### src/rtl/blvds_pkg.sv
// Shared BLVDS line definitions: sync word, service word type codes and FSM state encoding.
// Used by both the transmitter and the receiver.
package blvds_pkg;

    localparam logic [17:0] SYNC_SEQ = 18'h3FE00;
    localparam logic [17:0] FILLER   = 18'h00000;
    localparam logic [15:0] MAX_SAMPLE_NUM = 16'd4087;

    localparam logic [2:0] TYPE_FH1 = 3'b000;
    localparam logic [2:0] TYPE_FH2 = 3'b001;
    localparam logic [2:0] TYPE_PH1 = 3'b010;
    localparam logic [2:0] TYPE_PH2 = 3'b011;
    localparam logic [2:0] TYPE_FE1 = 3'b100;
    localparam logic [2:0] TYPE_FE2 = 3'b101;
    localparam logic [2:0] TYPE_PE1 = 3'b110;
    localparam logic [2:0] TYPE_PE2 = 3'b111;

    typedef enum logic [2:0] {
        ST_IDLE,
        ST_FRAME_HEAD,
        ST_PACK_WAIT,
        ST_PACK_HEAD,
        ST_DATA,
        ST_PACK_EPILOG,
        ST_FRAME_EPILOG,
        ST_GAP
    } blvdsState_t;

    function automatic logic [17:0] serviceWord(input logic [2:0] code, input logic [12:0] payload);
        return {2'b11, code, payload};
    endfunction

endpackage

### src/rtl/blvds_crc_acc.sv
// 18-bit wrapping sum accumulator with synchronous clear; CRC is the inverted low 16 bits.
// Clear and add in the same cycle restart the sum with the new word.
module blvds_crc_acc (
    input  logic        iCLK,
    input  logic        iRST,
    input  logic        clear,
    input  logic        add,
    input  logic [17:0] word,
    output logic [15:0] crc
);

    logic [17:0] acc;

    always_ff @(posedge iCLK) begin
        if (iRST) begin
            acc <= 18'd0;
        end else begin
            acc <= (clear ? 18'd0 : acc) + (add ? word : 18'd0);
        end
    end

    assign crc = ~acc[15:0];

endmodule

### src/rtl/blvds_transmitter.sv
// BLVDS frame transmitter: frames FIFO samples into packets with headers, epilogs and CRCs,
// emitting SYNC_SEQ between frames. State holds the word currently on the line.
module blvds_transmitter
    import blvds_pkg::*;
#(
    parameter logic [7:0] FRAME_GAP = 8'd110
) (
    input  logic        iCLK,
    input  logic        iRST,
    input  logic        iSTART,
    input  logic [2:0]  iFORMAT,
    input  logic [7:0]  iPACK_NUM,
    input  logic [3:0]  iCHANNELS,
    input  logic [7:0]  iPACK_SIZE,
    input  logic [15:0] iSAMPLE_NUM,
    input  logic [15:0] iFIFO_Q,
    input  logic [11:0] iFIFO_USEDW,
    output logic        oRD_REQ,
    output logic [17:0] oDATA_BLVDS,
    output logic        oBUSY,
    output logic        oFRAME_DONE,
    output logic        oPARAM_ERROR
);

    blvdsState_t state, stateNext;
    logic        half, halfNext;
    logic [1:0]  frameCnt, frameCntNext;
    logic [7:0]  packDone, packDoneNext;
    logic [11:0] wordCnt, wordCntNext;
    logic [7:0]  gapCnt, gapCntNext;

    logic [7:0]  packNumL;
    logic [3:0]  channelsL;
    logic [7:0]  packSizeL;
    logic [15:0] sampleNumL;

    logic [17:0] dataNext;
    logic        rdNext, doneNext, errNext;
    logic        latchFields, goPacket, fifoReady;
    logic        pktClr, pktAdd, frmClr, frmAdd;
    logic [15:0] pktCrc, frmCrc;

    blvds_crc_acc uPktCrc (
        .iCLK (iCLK),
        .iRST (iRST),
        .clear(pktClr),
        .add  (pktAdd),
        .word (dataNext),
        .crc  (pktCrc)
    );

    blvds_crc_acc uFrmCrc (
        .iCLK (iCLK),
        .iRST (iRST),
        .clear(frmClr),
        .add  (frmAdd),
        .word (dataNext),
        .crc  (frmCrc)
    );

    assign fifoReady = ({5'd0, iFIFO_USEDW} >= ({1'b0, sampleNumL} + 17'd8));

    always_comb begin
        stateNext    = state;
        halfNext     = half;
        frameCntNext = frameCnt;
        packDoneNext = packDone;
        wordCntNext  = wordCnt;
        gapCntNext   = gapCnt;
        dataNext     = SYNC_SEQ;
        rdNext       = 1'b0;
        doneNext     = 1'b0;
        errNext      = 1'b0;
        latchFields  = 1'b0;
        goPacket     = 1'b0;
        pktClr       = 1'b0;
        pktAdd       = 1'b0;
        frmClr       = 1'b0;
        frmAdd       = 1'b0;

        unique case (state)
            ST_IDLE: begin
                if (iSTART) begin
                    if (iSAMPLE_NUM > MAX_SAMPLE_NUM) begin
                        errNext = 1'b1;
                    end else begin
                        latchFields  = 1'b1;
                        stateNext    = ST_FRAME_HEAD;
                        halfNext     = 1'b0;
                        packDoneNext = 8'd0;
                        dataNext     = serviceWord(TYPE_FH1, {iFORMAT, frameCnt, iPACK_NUM});
                        frmClr       = 1'b1;
                        frmAdd       = 1'b1;
                    end
                end
            end
            ST_FRAME_HEAD: begin
                if (!half) begin
                    halfNext = 1'b1;
                    dataNext = serviceWord(TYPE_FH2, {1'b0, channelsL, packSizeL});
                    frmAdd   = 1'b1;
                end else begin
                    goPacket = 1'b1;
                end
            end
            ST_PACK_WAIT: begin
                goPacket = 1'b1;
            end
            ST_PACK_HEAD: begin
                if (!half) begin
                    halfNext = 1'b1;
                    dataNext = serviceWord(TYPE_PH2, {5'd0, sampleNumL[7:0]});
                    pktAdd   = 1'b1;
                    frmAdd   = 1'b1;
                end else begin
                    stateNext   = ST_DATA;
                    dataNext    = {2'b00, iFIFO_Q};
                    rdNext      = 1'b1;
                    pktAdd      = 1'b1;
                    frmAdd      = 1'b1;
                    wordCntNext = sampleNumL[11:0] + 12'd7;
                end
            end
            ST_DATA: begin
                if (wordCnt == 12'd0) begin
                    stateNext = ST_PACK_EPILOG;
                    halfNext  = 1'b0;
                    dataNext  = serviceWord(TYPE_PE1, {5'd0, pktCrc[15:8]});
                    frmAdd    = 1'b1;
                end else begin
                    dataNext    = {2'b00, iFIFO_Q};
                    rdNext      = 1'b1;
                    pktAdd      = 1'b1;
                    frmAdd      = 1'b1;
                    wordCntNext = wordCnt - 12'd1;
                end
            end
            ST_PACK_EPILOG: begin
                if (!half) begin
                    halfNext = 1'b1;
                    dataNext = serviceWord(TYPE_PE2, {5'd0, pktCrc[7:0]});
                    frmAdd   = 1'b1;
                end else begin
                    // pack_num of 0 wraps the 8-bit count back to 0 after 256 packets
                    packDoneNext = packDone + 8'd1;
                    if (packDoneNext != packNumL) begin
                        goPacket = 1'b1;
                    end else begin
                        stateNext = ST_FRAME_EPILOG;
                        halfNext  = 1'b0;
                        dataNext  = serviceWord(TYPE_FE1, {5'd0, frmCrc[15:8]});
                    end
                end
            end
            ST_FRAME_EPILOG: begin
                if (!half) begin
                    halfNext = 1'b1;
                    dataNext = serviceWord(TYPE_FE2, {5'd0, frmCrc[7:0]});
                end else begin
                    doneNext     = 1'b1;
                    frameCntNext = frameCnt + 2'd1;
                    gapCntNext   = FRAME_GAP - 8'd1;
                    stateNext    = (FRAME_GAP == 8'd0) ? ST_IDLE : ST_GAP;
                end
            end
            ST_GAP: begin
                if (gapCnt == 8'd0) begin
                    stateNext = ST_IDLE;
                end else begin
                    gapCntNext = gapCnt - 8'd1;
                end
            end
            default: stateNext = ST_IDLE;
        endcase

        // A zero-length wait goes straight to PH1 without a filler word
        if (goPacket) begin
            if (fifoReady) begin
                stateNext = ST_PACK_HEAD;
                halfNext  = 1'b0;
                dataNext  = serviceWord(TYPE_PH1, {packDoneNext[4:0], sampleNumL[15:8]});
                pktClr    = 1'b1;
                pktAdd    = 1'b1;
                frmAdd    = 1'b1;
            end else begin
                stateNext = ST_PACK_WAIT;
                dataNext  = FILLER;
            end
        end
    end

    always_ff @(posedge iCLK) begin
        if (iRST) begin
            state        <= ST_IDLE;
            half         <= 1'b0;
            frameCnt     <= 2'd0;
            packDone     <= 8'd0;
            wordCnt      <= 12'd0;
            gapCnt       <= 8'd0;
            packNumL     <= 8'd0;
            channelsL    <= 4'd0;
            packSizeL    <= 8'd0;
            sampleNumL   <= 16'd0;
            oDATA_BLVDS  <= SYNC_SEQ;
            oRD_REQ      <= 1'b0;
            oBUSY        <= 1'b0;
            oFRAME_DONE  <= 1'b0;
            oPARAM_ERROR <= 1'b0;
        end else begin
            state        <= stateNext;
            half         <= halfNext;
            frameCnt     <= frameCntNext;
            packDone     <= packDoneNext;
            wordCnt      <= wordCntNext;
            gapCnt       <= gapCntNext;
            oDATA_BLVDS  <= dataNext;
            oRD_REQ      <= rdNext;
            oBUSY        <= (stateNext != ST_IDLE);
            oFRAME_DONE  <= doneNext;
            oPARAM_ERROR <= errNext;
            if (latchFields) begin
                packNumL   <= iPACK_NUM;
                channelsL  <= iCHANNELS;
                packSizeL  <= iPACK_SIZE;
                sampleNumL <= iSAMPLE_NUM;
            end
        end
    end

endmodule

### config.mk
export PLATFORM = sky130hd
export DESIGN_NAME = blvds_transmitter
export DESIGN_NICKNAME = d
export VERILOG_FILES = /design/src/rtl/blvds_pkg.sv /design/src/rtl/blvds_crc_acc.sv /design/src/rtl/blvds_transmitter.sv
export SDC_FILE = /design/constraint.sdc
export NUM_CORES = 1
export LEC_CHECK = 0
export ABC_AREA = 1
export CAP_MARGIN = 0
export CORE_MARGIN = 2
export CORE_UTILIZATION = 58
export CTS_CLUSTER_DIAMETER = 100
export DETAILED_ROUTE_END_ITERATION = 8
export DONT_BUFFER_PORTS = 1
export GPL_TIMING_DRIVEN = 0
export HOLD_SLACK_MARGIN = 0.15
export MAX_ROUTING_LAYER = met4
export PLACE_DENSITY = 0.76
export SKIP_LAST_GASP = 1
export SLEW_MARGIN = 20
export SYNTH_ARGS = -nofsm -noshare
export SYNTH_HDL_FRONTEND = slang
export SYNTH_SLANG_ARGS = --single-unit
### constraint.sdc
create_clock -name iCLK -period 3.9 [get_ports iCLK]
set_input_delay 0.78 -clock iCLK [delete_from_list [all_inputs] [get_ports iCLK]]
set_output_delay 0.78 -clock iCLK [all_outputs]
set_load 0.005 [all_outputs]
==> metrics.txt <==
status finished with violations; failing checks setup timing; leakage power 0.00422 µW; maximum vdd ir drop between 300 and 400 µV; vias in the first global route 7669; flops & latches, synth between 100 and 150; Max stage delay cell, worst path fa_2; ranking of synthesized cells by area dfxtp_1, nand2_1, ha_1; P_sw around 760 µW; final slew viol count 0; Vias/cell 6.05; largest delay contributor family on the critical path simple AND/OR/NAND/NOR gates; final period utilization 111%; via count 8746; first-pass GRT wire length roughly 40 mm; Synth area leader dfxtp_1; Layout area overhead 28.3%; DR iter-0 viols ~1000; Pint between 2000 and 2500 µW; final worst setup slack -0.419 ns; Max-slew headroom between 40 and 50%; Synth Area in Adders about 8.3%; worst hold slack 0.439 ns; Crit path largest cell delay between 0.3 and 0.4 ns; commonest cells in the netlist nand2_1, inv_1, nor2_1, dfxtp_1, a21oi_1; Max H-tree Level 4; Post-DRT Antenna Nets 0; Yosys Warn Count 0; port bufs 0; CP max FO 4; RSZ-0062 raised after global routing true; initial antenna violation count 0; Compound-Gate Fraction of Synth Area a little over a fifth; critical path endpoint category flip-flop; DRC 0; Setup-failing EPs final 18; HP Class input port to flip-flop; ys flop type dfxtp_1; worst setup path class flip-flop to flip-flop; number of core rows 42; top cell type's share of synthesized area between 30% and 40%; Root Driver clkbuf_16; final core occ around three quarters; largest net degree at the start of global routing 17; Ports roughly 90; ys async rst share 0%; final worst path period need 4.32 ns; clock tree buffer depth 2; final hold vios 0; Die Width roughly 120 µm; total wire length roughly 28 mm; Arrival @ worst endpoint around 4.7 ns; most frequent cell after synthesis nand2_1; layout cells sized above 1 about 22%; detailed placement HPWL about 19 mm; Die Height around 120 µm; register area share after synthesis a little under a third; simple-gate area share of the yosys netlist 27.0%; grt total ovfl 0; Switching Share 25.1%; clk slew on worst S/H paths approximately 0.060 ns; cts hold-fix bufs 0; gpl congestion 0.977; dpl ws -0.886 ns; Synth Instances roughly 1200; routed length per placed instance ~19 µm; post-synthesis mux area share 0%; Placeable Area approximately 0.013 mm²; XOR/XNOR Fraction of Synth Area 1.14%; Gate power share 6.8%; Clock Sinks around 120; Initial Util between 50% and 60%; Max Clock Freq 232 MHz; Least-Margin Pin Slew roughly 0.89 ns; skew final just under 0.008 ns; Post-synth EDFFs 0; Die ar. roughly 0.014 mm²; GRT Util Overall roughly 37%; Post-Syn Area between 0.007 and 0.008 mm²; Num CTS Buffers 17; Clock power frac between 50 and 60%; syn_area_per_cell approximately 6.6 µm²; WP data required ~4.3 ns; # nets final approximately 1400; Synthesized Nets around 1300; drt pass-1 iters 6; Crit path buffers/inverters 7; main combinational cell family by area after synthesis simple AND/OR/NAND/NOR gates; Yosys cell types between 40 and 50; startpoint class of the critical path flip-flop; CTS tree built; most frequent CP cell nand2_2; sequential power share between 40 and 50%; pwr/cell area 304 mW/mm²; max-cap violation count 0; Clk Latency, worst-skew pair about 0.43 ns
-- power by group through the flow --
stage / registers, µW / clock network, µW / logic (µW)
floorplan: 1310 / 0 / 111
global placement: 1310 / 0 / 152
detailed placement: 1310 / 0 / 154
CTS: 1280 / 1520 / 168
global route: 1280 / 1560 / 221
finish: 1280 / 1520 / 204
-- layout by cell type (no fill, tap or decap), types with 5 or more instances in the layout --
cell / synthesis / layout
a211oi_1: 10 / 7
a21oi_1: 103 / 88
a21oi_2: 4 / 14
a21oi_4: 0 / 5
a31oi_1: 15 / 12
buf_4: 2 / 75
clkbuf_1: 21 / 21
clkbuf_16: 0 / 17
clkinvlp_4: 0 / 5
dfxtp_1: 123 / 118
ha_1: 48 / 30
ha_2: 0 / 5
ha_4: 0 / 13
inv_1: 157 / 145
inv_2: 9 / 19
nand2_1: 215 / 198
nand2_2: 5 / 17
nand2_4: 2 / 6
nand3_1: 76 / 67
nand3_2: 1 / 8
nand4_1: 12 / 12
nor2_1: 147 / 122
nor2_2: 3 / 16
nor2_4: 3 / 15
nor3_1: 13 / 11
o211ai_1: 12 / 12
o21a_1: 11 / 11
o21ai_0: 91 / 70
o21ai_1: 4 / 8
o21ai_2: 0 / 15
o22ai_1: 15 / 15
xor2_1: 7 / 6
-- metal layers --
layer  track usage [%]  vias up  wire [µm]
met5                 -        -          0
met4              18.7        0       1640
met3              8.52      136       2880
met2              57.4      536      12500
met1              45.5     4007      10800
li1                  -     4067          -
-- what timing repair did --
item,4_1_cts,5_1_grt
gates resized for setup,74,124
pin swaps,33,80
setup endpoints to repair,22,24
buffers inserted,35,42
-- stage by stage --
step / instance area (µm²) / std cells / setup TNS [ns] / total power, µW
after floorplan: 7740 / 1160 / 0 / 1420
after global placement: 7960 / 1336 / -10.47 / 1460
after detailed placement: 7960 / 1336 / -10.86 / 1470
after CTS: 9030 / 1402 / -0.600 / 2970
after global routing: 9890 / 1444 / -8.40 / 3070
final: 9890 / 1445 / -4.05 / 3010
-- cell families after synthesis --
family | after synthesis
buffers and inverters | 202
AOI/OAI and AO/OA | 288
and+or+nand+nor | 487
DFF | 123
adders and majority gates | 50
xor gates and xnor gates | 10
-- final timing paths --
path / cells after the start / slack [ns] / end / start
max: 33 / -0.42 / uFrmCrc.acc[10] / sampleNumL[3]
min: 1 / 0.44 / state[0] / iRST
max reg2reg: 33 / -0.42 / uFrmCrc.acc[10] / sampleNumL[3]
min reg2reg: 2 / 0.46 / channelsL[3] / channelsL[3]
-- final cells by class --
| type | instances | area [µm²] |
|---|---|---|
| sequential | 123 | 2480 |
| buffer | 34 | 185 |
| clock buffer | 20 | 467 |
| clock inverter | 11 | 96.3 |
| multi-input combinational | 835 | 5200 |
| inverter | 168 | 636 |
| fill | 955 | 3190 |
| tap | 176 | 220 |
| antenna | 1 | 2.50 |
| timing repair buffer | 77 | 611 |
-- registers in the layout (all words and copies together) (netlist names), 2 cells and up --
signal and count:
oDATA_BLVDS 17, uPktCrc.acc 16, state 3, wordCnt 12, packDone 8, sampleNumL 16
packNumL 8, uFrmCrc.acc 16, gapCnt 8, frameCnt 2, packSizeL 8, channelsL 4
-- worst register-to-register path: cells and delay by family, from the launching register on --
family	cells	cell delay, ns
AND/OR/NAND/NOR	15	1.35
adder cells (fa/ha/maj)	4	1.02
AO/OA/AOI/OAI	7	0.81
buffers and inverters	7	0.72
flip-flops	1	0.38
No activity file was read; power rests on OpenSTA's default activity.
